`config.mk`:
```
export PLATFORM = sky130hd
export DESIGN_NAME = iic_master_rr_arbiter
export DESIGN_NICKNAME = d
export VERILOG_FILES = /design/src/rtl/iic_master_rr_arbiter.sv
export SDC_FILE = /design/constraint.sdc
export NUM_CORES = 1
export LEC_CHECK = 0
export BUFFER_PORTS_ARGS = -buffer_cell sky130_fd_sc_hd__buf_2
export CORE_MARGIN = 5
export CORE_UTILIZATION = 30
export DETAILED_ROUTE_END_ITERATION = 12
export PLACE_DENSITY = 0.54
export SLEW_MARGIN = 10
export SYNTH_ARGS = -nofsm -noshare
export SYNTH_HDL_FRONTEND = slang
export SYNTH_SLANG_ARGS = --single-unit
```
`constraint.sdc`:
```
create_clock -name CLK_I -period 4.99 [get_ports CLK_I]
set_input_delay 0.7485 -clock CLK_I [delete_from_list [all_inputs] [get_ports CLK_I]]
set_output_delay 0.7485 -clock CLK_I [all_outputs]
set_load 0.02 [all_outputs]
```
`src/rtl/iic_master_rr_arbiter.sv`:
```
// Round-robin arbiter that shares one IIC master between C_CH_NUM requesters.
// Optional watchdog enabled by defining IIC_ARB_TIMEOUT_EN.
module iic_master_rr_arbiter #(
    parameter int unsigned C_CH_NUM      = 4,
    parameter int unsigned C_TIMEOUT_CYC = 1000000
) (
    input  logic                    CLK_I,
    input  logic                    RST_N_I,
    // requester side
    input  logic [C_CH_NUM-1:0]     START_I,
    input  logic [8*C_CH_NUM-1:0]   WR_BYTE_NUM_I,
    input  logic [64*C_CH_NUM-1:0]  WR_DATA_I,
    input  logic [8*C_CH_NUM-1:0]   RD_BYTE_NUM_I,
    output logic [C_CH_NUM-1:0]     BUSY_O,
    output logic [C_CH_NUM-1:0]     FINISH_O,
    output logic [C_CH_NUM-1:0]     ERROR_O,
    output logic [63:0]             RD_DATA_O,
    output logic [C_CH_NUM-1:0]     GNT_O,
    // master side
    output logic [7:0]              WR_BYTE_NUM_O,
    output logic [63:0]             WR_DATA_O,
    output logic [7:0]              RD_BYTE_NUM_O,
    output logic                    START_O,
    input  logic [63:0]             RD_DATA_I,
    input  logic                    BUSY_I,
    input  logic                    FINISH_I,
    input  logic                    ERROR_I
);

    localparam int unsigned IDX_W = $clog2(C_CH_NUM);

    if (C_CH_NUM < 2 || C_CH_NUM > 8 || C_TIMEOUT_CYC < 4) begin : g_param_check
        $error("iic_master_rr_arbiter: illegal C_CH_NUM or C_TIMEOUT_CYC");
    end

    typedef enum logic [2:0] {
        S_IDLE,
        S_ISSUE,
        S_WAIT_BUSY,
        S_WAIT_DONE,
        S_RELEASE
    } state_t;

    state_t              state;
    logic [C_CH_NUM-1:0] pend;
    logic [C_CH_NUM-1:0] busy_reg;
    logic [C_CH_NUM-1:0] accept;
    logic [IDX_W-1:0]    last_gnt;
    logic [IDX_W-1:0]    gnt_idx;
    logic [IDX_W-1:0]    rr_idx;
    logic [IDX_W-1:0]    cand;
    logic                rr_found;

    logic [7:0]          wr_num_buf [C_CH_NUM];
    logic [63:0]         wr_data_buf[C_CH_NUM];
    logic [7:0]          rd_num_buf [C_CH_NUM];

`ifdef IIC_ARB_TIMEOUT_EN
    logic [31:0]         to_cnt;
`endif

    assign accept = START_I & ~busy_reg;
    assign BUSY_O = busy_reg | START_I;

    // Walk from the farthest candidate down to last_gnt+1 so the nearest pending channel wins.
    // NOTE: every always_comb output gets a default first, otherwise a latch is inferred.
    always_comb begin
        rr_found = 1'b0;
        rr_idx   = '0;
        cand     = '0;
        for (int k = C_CH_NUM; k >= 1; k--) begin
            cand = IDX_W'((int'(last_gnt) + k) % C_CH_NUM);
            if (pend[cand]) begin
                rr_found = 1'b1;
                rr_idx   = cand;
            end
        end
    end

    // NOTE: sequential state uses non-blocking assignments only; later assignments in the block take priority.
    always_ff @(posedge CLK_I or negedge RST_N_I) begin
        if (!RST_N_I) begin
            state         <= S_IDLE;
            pend          <= '0;
            busy_reg      <= '0;
            last_gnt      <= IDX_W'(C_CH_NUM - 1);
            gnt_idx       <= '0;
            // NOTE: the request buffers are small register arrays and are reset like any other state.
            for (int c = 0; c < C_CH_NUM; c++) begin
                wr_num_buf[c]  <= '0;
                wr_data_buf[c] <= '0;
                rd_num_buf[c]  <= '0;
            end
            FINISH_O      <= '0;
            ERROR_O       <= '0;
            RD_DATA_O     <= '0;
            GNT_O         <= '0;
            WR_BYTE_NUM_O <= '0;
            WR_DATA_O     <= '0;
            RD_BYTE_NUM_O <= '0;
            START_O       <= 1'b0;
`ifdef IIC_ARB_TIMEOUT_EN
            to_cnt        <= '0;
`endif
        end else begin
            FINISH_O <= '0;
            ERROR_O  <= '0;

            for (int c = 0; c < C_CH_NUM; c++) begin
                if (accept[c]) begin
                    pend[c]        <= 1'b1;
                    busy_reg[c]    <= 1'b1;
                    wr_num_buf[c]  <= WR_BYTE_NUM_I[c*8 +: 8];
                    wr_data_buf[c] <= WR_DATA_I[c*64 +: 64];
                    rd_num_buf[c]  <= RD_BYTE_NUM_I[c*8 +: 8];
                end
            end

            case (state)
                S_IDLE: begin
                    if (rr_found) begin
                        gnt_idx       <= rr_idx;
                        GNT_O         <= C_CH_NUM'(1) << rr_idx;
                        WR_BYTE_NUM_O <= wr_num_buf[rr_idx];
                        WR_DATA_O     <= wr_data_buf[rr_idx];
                        RD_BYTE_NUM_O <= rd_num_buf[rr_idx];
                        START_O       <= 1'b1;
                        state         <= S_ISSUE;
                    end
                end
                S_ISSUE: begin
                    START_O       <= 1'b0;
                    pend[gnt_idx] <= 1'b0;
                    last_gnt      <= gnt_idx;
                    state         <= S_WAIT_BUSY;
                end
                S_WAIT_BUSY: begin
                    // A master that finishes without ever raising BUSY_I is still completed here.
                    if (FINISH_I) begin
                        RD_DATA_O         <= RD_DATA_I;
                        FINISH_O[gnt_idx] <= 1'b1;
                        ERROR_O[gnt_idx]  <= ERROR_I;
                        state             <= S_RELEASE;
                    end else if (BUSY_I) begin
                        state <= S_WAIT_DONE;
                    end
                end
                S_WAIT_DONE: begin
                    if (FINISH_I) begin
                        RD_DATA_O         <= RD_DATA_I;
                        FINISH_O[gnt_idx] <= 1'b1;
                        ERROR_O[gnt_idx]  <= ERROR_I;
                        state             <= S_RELEASE;
                    end
                end
                S_RELEASE: begin
                    if (!BUSY_I) begin
                        busy_reg[gnt_idx] <= 1'b0;
                        GNT_O             <= '0;
                        WR_BYTE_NUM_O     <= '0;
                        WR_DATA_O         <= '0;
                        RD_BYTE_NUM_O     <= '0;
                        state             <= S_IDLE;
                    end
                end
                default: state <= S_IDLE;
            endcase

`ifdef IIC_ARB_TIMEOUT_EN
            // Watchdog overrides whatever the master is doing and frees the channel with an error.
            if (state inside {S_WAIT_BUSY, S_WAIT_DONE, S_RELEASE}) begin
                if (to_cnt >= C_TIMEOUT_CYC - 1) begin
                    FINISH_O[gnt_idx] <= 1'b1;
                    ERROR_O[gnt_idx]  <= 1'b1;
                    busy_reg[gnt_idx] <= 1'b0;
                    GNT_O             <= '0;
                    WR_BYTE_NUM_O     <= '0;
                    WR_DATA_O         <= '0;
                    RD_BYTE_NUM_O     <= '0;
                    to_cnt            <= '0;
                    state             <= S_IDLE;
                end else begin
                    to_cnt <= to_cnt + 32'd1;
                end
            end else begin
                to_cnt <= '0;
            end
`endif
        end
    end

endmodule

```
---- Word level (Yosys, flattened, before mapping) ----
Cells that the tools add are included.
word-level totals
  input bits .............................. 393
  word-level logic and storage cells ...... 124
  flip-flop bits (word level) ............. 492
  output and inout bits ................... 161
cells by class
  muxes and demuxes ....................... 61
  bitwise operators ....................... 8
  eq/ne operators ......................... 8
  shifts and indexed selects .............. 1
  add/sub/neg operators ................... 4
  order comparisons ....................... 7
  reduce and logical (&&, ||, !) cells .... 10
operators by type and width
  kind                   number
  $mux W64               4
  $bmux W64 S2           1
  $pmux W64 S2           1
  $mux W8                7
  $mux W4                9
  $bmux W8 S2            2
  $pmux W8 S2            2
  $mux W1                18
  $and A4 B4 Y4          4
  $lt A2 B3 Y1 const B   5
  $mux W3                5
  $pmux W3 S5            1
  $bmux W1 S2            4
  $mux W2                4
  $not A4 Y4             2
  $pmux W4 S2            1
  $eq A3 B2 Y1 const B   2
  $ne A2 B2 Y1 const B   3
  $reduce_and A2 Y1      3
  $add A2 B1 Y2 const B  2
  $add A2 B2 Y2 const B  2
  $or A4 B4 Y4           1
  $reduce_and A4 Y1      1
  $reduce_bool A2 Y1     2
  13 further kinds       13

---- Depth between registers and ports, before layout ----
  word-level depth ........................ 13
  gate-level depth with buffers ........... 8
  gate-level depth less buffers ........... 5

---- Worst setup path before layout ----
No wires, ideal clock.
  path type ............................... register to register
  from .................................... register last_gnt[1]
  to ...................................... register WR_DATA_O[46]
  setup slack ............................. 2.924 ns
  required time ........................... 4.923 ns
  data arrival time ....................... 2.000 ns
  stages on the path, launching flop included .. 8
  path buffers ............................ 2
  clock period less this slack ............ 2.066 ns
  path through ............................ dfstp_2 -> clkbuf_1 -> a2bb2oi_1 -> o22a_1 -> nor4_2 -> clkbuf_1 -> a22oi_1 -> nand2_1
on the way
  longest elaborated chain between the ends .. 13
  elaborated cells between the ends (all ways) .. 28
RTL lines
  what                                         RTL line  RTL
  from (decl)                                  48        logic [IDX_W-1:0] last_gnt;
  from (signal assigned)                       86        last_gnt <= IDX_W'(C_CH_NUM - 1);
  from (signal assigned)                       134       last_gnt <= gnt_idx;
  $add A2 B1 Y2                                72        cand = IDX_W'((int'(last_gnt) + k) % C_CH_NUM);
  $bmux W1 S2                                  73        if (pend[cand]) begin
  $mux W1 (not written as such)                73
  $mux W2 (4 in a row)                         73
  $not A2 Y3 (not written as such)             125       WR_DATA_O <= wr_data_buf[rr_idx];
  $bmux W64 S2                                 125
  $mux W64 (not written as such) (2 in a row)  125
  $mux W64                                     121       if (rr_found) begin
  $pmux W64 S2                                 119       case (state)
  to (signal assigned)                         125
  to (decl)                                    21        output logic [63:0] WR_DATA_O,
Parallel ways exist; a longest one is shown, timed or not. The select of a mux whose other input is x is not followed.
A chain may end at the register's enable or synchronous reset.

---- Worst setup path in the final report ----
  from .................................... register state[1]
  to ...................................... register WR_DATA_O[9]
on the way
  longest elaborated chain between the ends .. 3
  elaborated cells between the ends (all ways) .. 7
RTL lines
  what                                                                 RTL line  RTL
  from (decl)                                                          44        state_t state;
  from (signal assigned)                                               83        state <= S_IDLE;
  from (signal assigned)                                               128       state <= S_ISSUE;
  from (signal assigned)                                               135       state <= S_WAIT_BUSY;
  $eq A3 B3 Y1 or $logic_not A3 Y1 (tied branches)                     119
  $ne A2 B2 Y1 (no source line) or $reduce_bool A2 Y1 (tied branches)  -
  $reduce_and A3 Y1 (no source line)                                   -
Parallel ways exist; a longest one is shown, timed or not.

==> run_results.csv <==
group,metric,value,unit
setup_path,r2r_setup_slack,2270,ps
clocking,post_cts_buffers,0,
setup_path,worst-endpoint-arrival,3230,ps
finish,fill_cells,6278,
timing,fin_crit_sh,0.544,
timing,slew-limit-headroom,0.298,
setup_path,crit_path_end_kind,"register",
logic_synthesis,synth-main-ff-cell,"dfrtp_1",
routing,drc,0,
die,initial_utilization,0.302,
die,die_h,264,um
timing,hold_viol_final,0,
hold_path,hold_path_class,"primary input to asynchronous set/reset pin",
logic_synthesis,ys_types,40,
routing,first_pass_iters,7,
setup_path,critPathLaunchType,"register",
die,core.rowCount,93,
logic_synthesis,synthArstFlopShare,1.00,
setup_path,r2r_cells,6,
timing,tightest_slew,1050,ps
clocking,cts_resized,0,
finish,largest_reg_flops,256,
status,status,"completed",
die,ioPinCount,554,
finish,reg_top3,"wr_data_buf (256), RD_DATA_O (64), WR_DATA_O (64)",
grt,grt.total_usage,0.174,
routing,drt_iter0_drc,1141,
timing,finalSetupViolations,0,
timing,slew_violations,0,
logic_synthesis,synth_cells,1448,
finish,top_register,"wr_data_buf",
setup_path,rr_startpoint,"state[1]$_DFFE_PN0P_",
clocking,clockBufferDepth,3,
logic_synthesis,synth.largest_area_cell,"dfrtp_1",
die,core_area,64200,um^2
clocking,cts_htree_levels,2,
timing,holdWs,215,ps
die,die_area,69800,um^2
die,die_w,264,um
logic_synthesis,synth-edff-count,0,
finish,final_util,0.389,
logic_synthesis,postSynthAreaPerCell,13.4,um^2
timing,clock_skew,14.3,ps
clocking,clk_pin_slew,60,ps
grt,grt_antenna_before_repair,36,
logic_synthesis,synth_fp_nets,1841,
flow_run,max_cap_viol_count,0,
setup_path,rr_endpoint,"WR_DATA_O[9]$_DFFE_PN0P_",
timing,rsz0062_at_grt,"false",
setup_path,path_cells,"or2_1 > or3_1 > nor3_4 > buf_4 > a222oi_1 > nand2_1",
finish,multi_input_area,6650,um^2
routing,vias,14300,
logic_synthesis,yosysSeqAreaShare,0.636,
finish,nNetsFinal,2375,
power,leakage,12.2,nW
grt,grt_pass1_vias,15200,
power,powerDensity,646,nW/um^2
placed_design,post_dp_cell_area,23100,um^2
grt,grt_overflow_total,0,
finish,seq_area,12300,um^2
setup_path,cpMaxStageDelayCell,"buf_4",
logic_synthesis,synth.top_cells.by_area,"dfrtp_1 (63%), mux2_2 (19%), nand2_1 (5.4%)",
placed_design,port_buffers,553,
setup_path,startpoint,"state[1]$_DFFE_PN0P_",
routing,routedWlPerCell,21.9,um
setup_path,required,5500,ps
logic_synthesis,netlist_area,19400,um^2
finish,layout-drive-gt1-share,0.494,
routing,viasPerCell,4.94,
routing,routed_wl,63600,um
clocking,root_buffer,"clkbuf_16",
placed_design,gp_congestion,0.847,
grt,grt_pass1_wl,95600,um
placed_design,hpwl,42900,um
finish,syn_to_final_growth,29.1,%
finish,final_area,25000,um^2
clocking,hold_buffers,0,
logic_synthesis,yosysWarningCount,0,
setup_path,cp_max_fo,41,
routing,postRouteAntennaNets,0,
clocking,cts_buffers,55,
setup_path,max_stage_delay,590,ps
logic_synthesis,yosysTopAreaCellShare,0.633,
timing,fin_tns_setup,0,ps
power,ir_worst_vdd,302,uV
clocking,cts_tree,"done",
clocking,cts_num_sinks,492,
clocking,clk_latency,590,ps
timing,period_needed,2720,ps
timing,fmax,0.368,GHz
logic_synthesis,ys_ff_latch,492,
grt,grt_max_degree,112,
setup_path,worstSetupPathType,"register to register",
-- routing by layer --
| layer | vias to the layer above | global-route usage | share of wire |
|---|---|---|---|
| li1 | 6312 | - | - |
| met1 | 7304 | 0.217 | 0.40 |
| met2 | 564 | 0.291 | 0.50 |
| met3 | 134 | 0.0467 | 0.072 |
| met4 | 22 | 0.0650 | 0.032 |
| met5 | - | 0 | 0.0020 |
-- cell type report --
type / count / area share
Timing Repair Buffer: 580 / 0.122
Sequential cell: 492 / 0.492
Tap cell: 855 / 0.0428
Clock inverter: 13 / 0.00700
Inverter: 6 / 0.000900
Multi-Input combinational cell: 847 / 0.266
Antenna cell: 22 / 0.00220
Clock buffer: 85 / 0.0668
-- worst max-delay path: cells and delay by family, from the launching register on --
kind,cells,cell delay [ps]
and+or+nand+nor,4,1350
buffers and inverters,1,590
AOI/OAI and AO/OA,1,200
DFF,1,430
-- cell usage in the layout (no fill, tap or decap), types with 14 or more instances in the layout --
cell type	count
nand2_1	281
a22oi_1	81
diode_2	22
dfrtp_1	490
nor2_1	19
clkbuf_16	57
a222oi_1	79
buf_2	552
mux2_2	320
clkbuf_1	14
buf_4	21
clkbuf_8	14
-- where the power goes --
part	internal, W	switching, W
clock network	0.00250	0.00164
logic	0.00222	0.00282
registers	0.00588	0.00111
total	0.0106	0.00556
-- kinds of logic (layout without fill, tap and decap cells) --
family	count (synthesis)	count (layout)	synth area share
AO/OA/AOI/OAI	194	194	0.0843
buffers and inverters	109	684	0.0243
flip-flops	492	492	0.636
multiplexers	320	320	0.186
other	0	22	0
AND/OR/NAND/NOR	333	333	0.0698
-- metrics by stage --
stage | total power, W | setup slack [ps] | std cells
floorplan | 0.0102 | 2920 | 1448
global placement | 0.0120 | 2250 | 2780
detailed placement | 0.0122 | 2210 | 2780
CTS | 0.0164 | 2210 | 2878
global route | 0.0171 | 2080 | 2897
finish | 0.0162 | 2270 | 2900
-- Yosys cell counts (5+ instances only) --
| cell type | instances |
|---|---|
| a21oi_1 | 6 |
| a222oi_1 | 79 |
| a22oi_1 | 81 |
| buf_1 | 5 |
| buf_6 | 8 |
| clkbuf_1 | 88 |
| dfrtp_1 | 490 |
| inv_1 | 6 |
| mux2_2 | 320 |
| nand2_1 | 281 |
| nor2_1 | 20 |
| nor2b_1 | 10 |
-- how the worst max path moves through the flow --
| stage | cells after the start | slack, ps | end |
|---|---|---|---|
| 6_report | 6 | 2270 | WR_DATA_O[9]$_DFFE_PN0P_ |
| 5_1_grt | 6 | 2080 | WR_DATA_O[36]$_DFFE_PN0P_ |
| 4_1_cts | 6 | 2210 | WR_DATA_O[9]$_DFFE_PN0P_ |
| 3_5_place_dp | 6 | 2210 | WR_DATA_O[36]$_DFFE_PN0P_ |
| 3_3_place_gp | 6 | 2250 | WR_DATA_O[36]$_DFFE_PN0P_ |
| 2_1_floorplan | 7 | 2920 | WR_DATA_O[46]$_DFFE_PN0P_ |
Power figures use the tool's default switching activity.
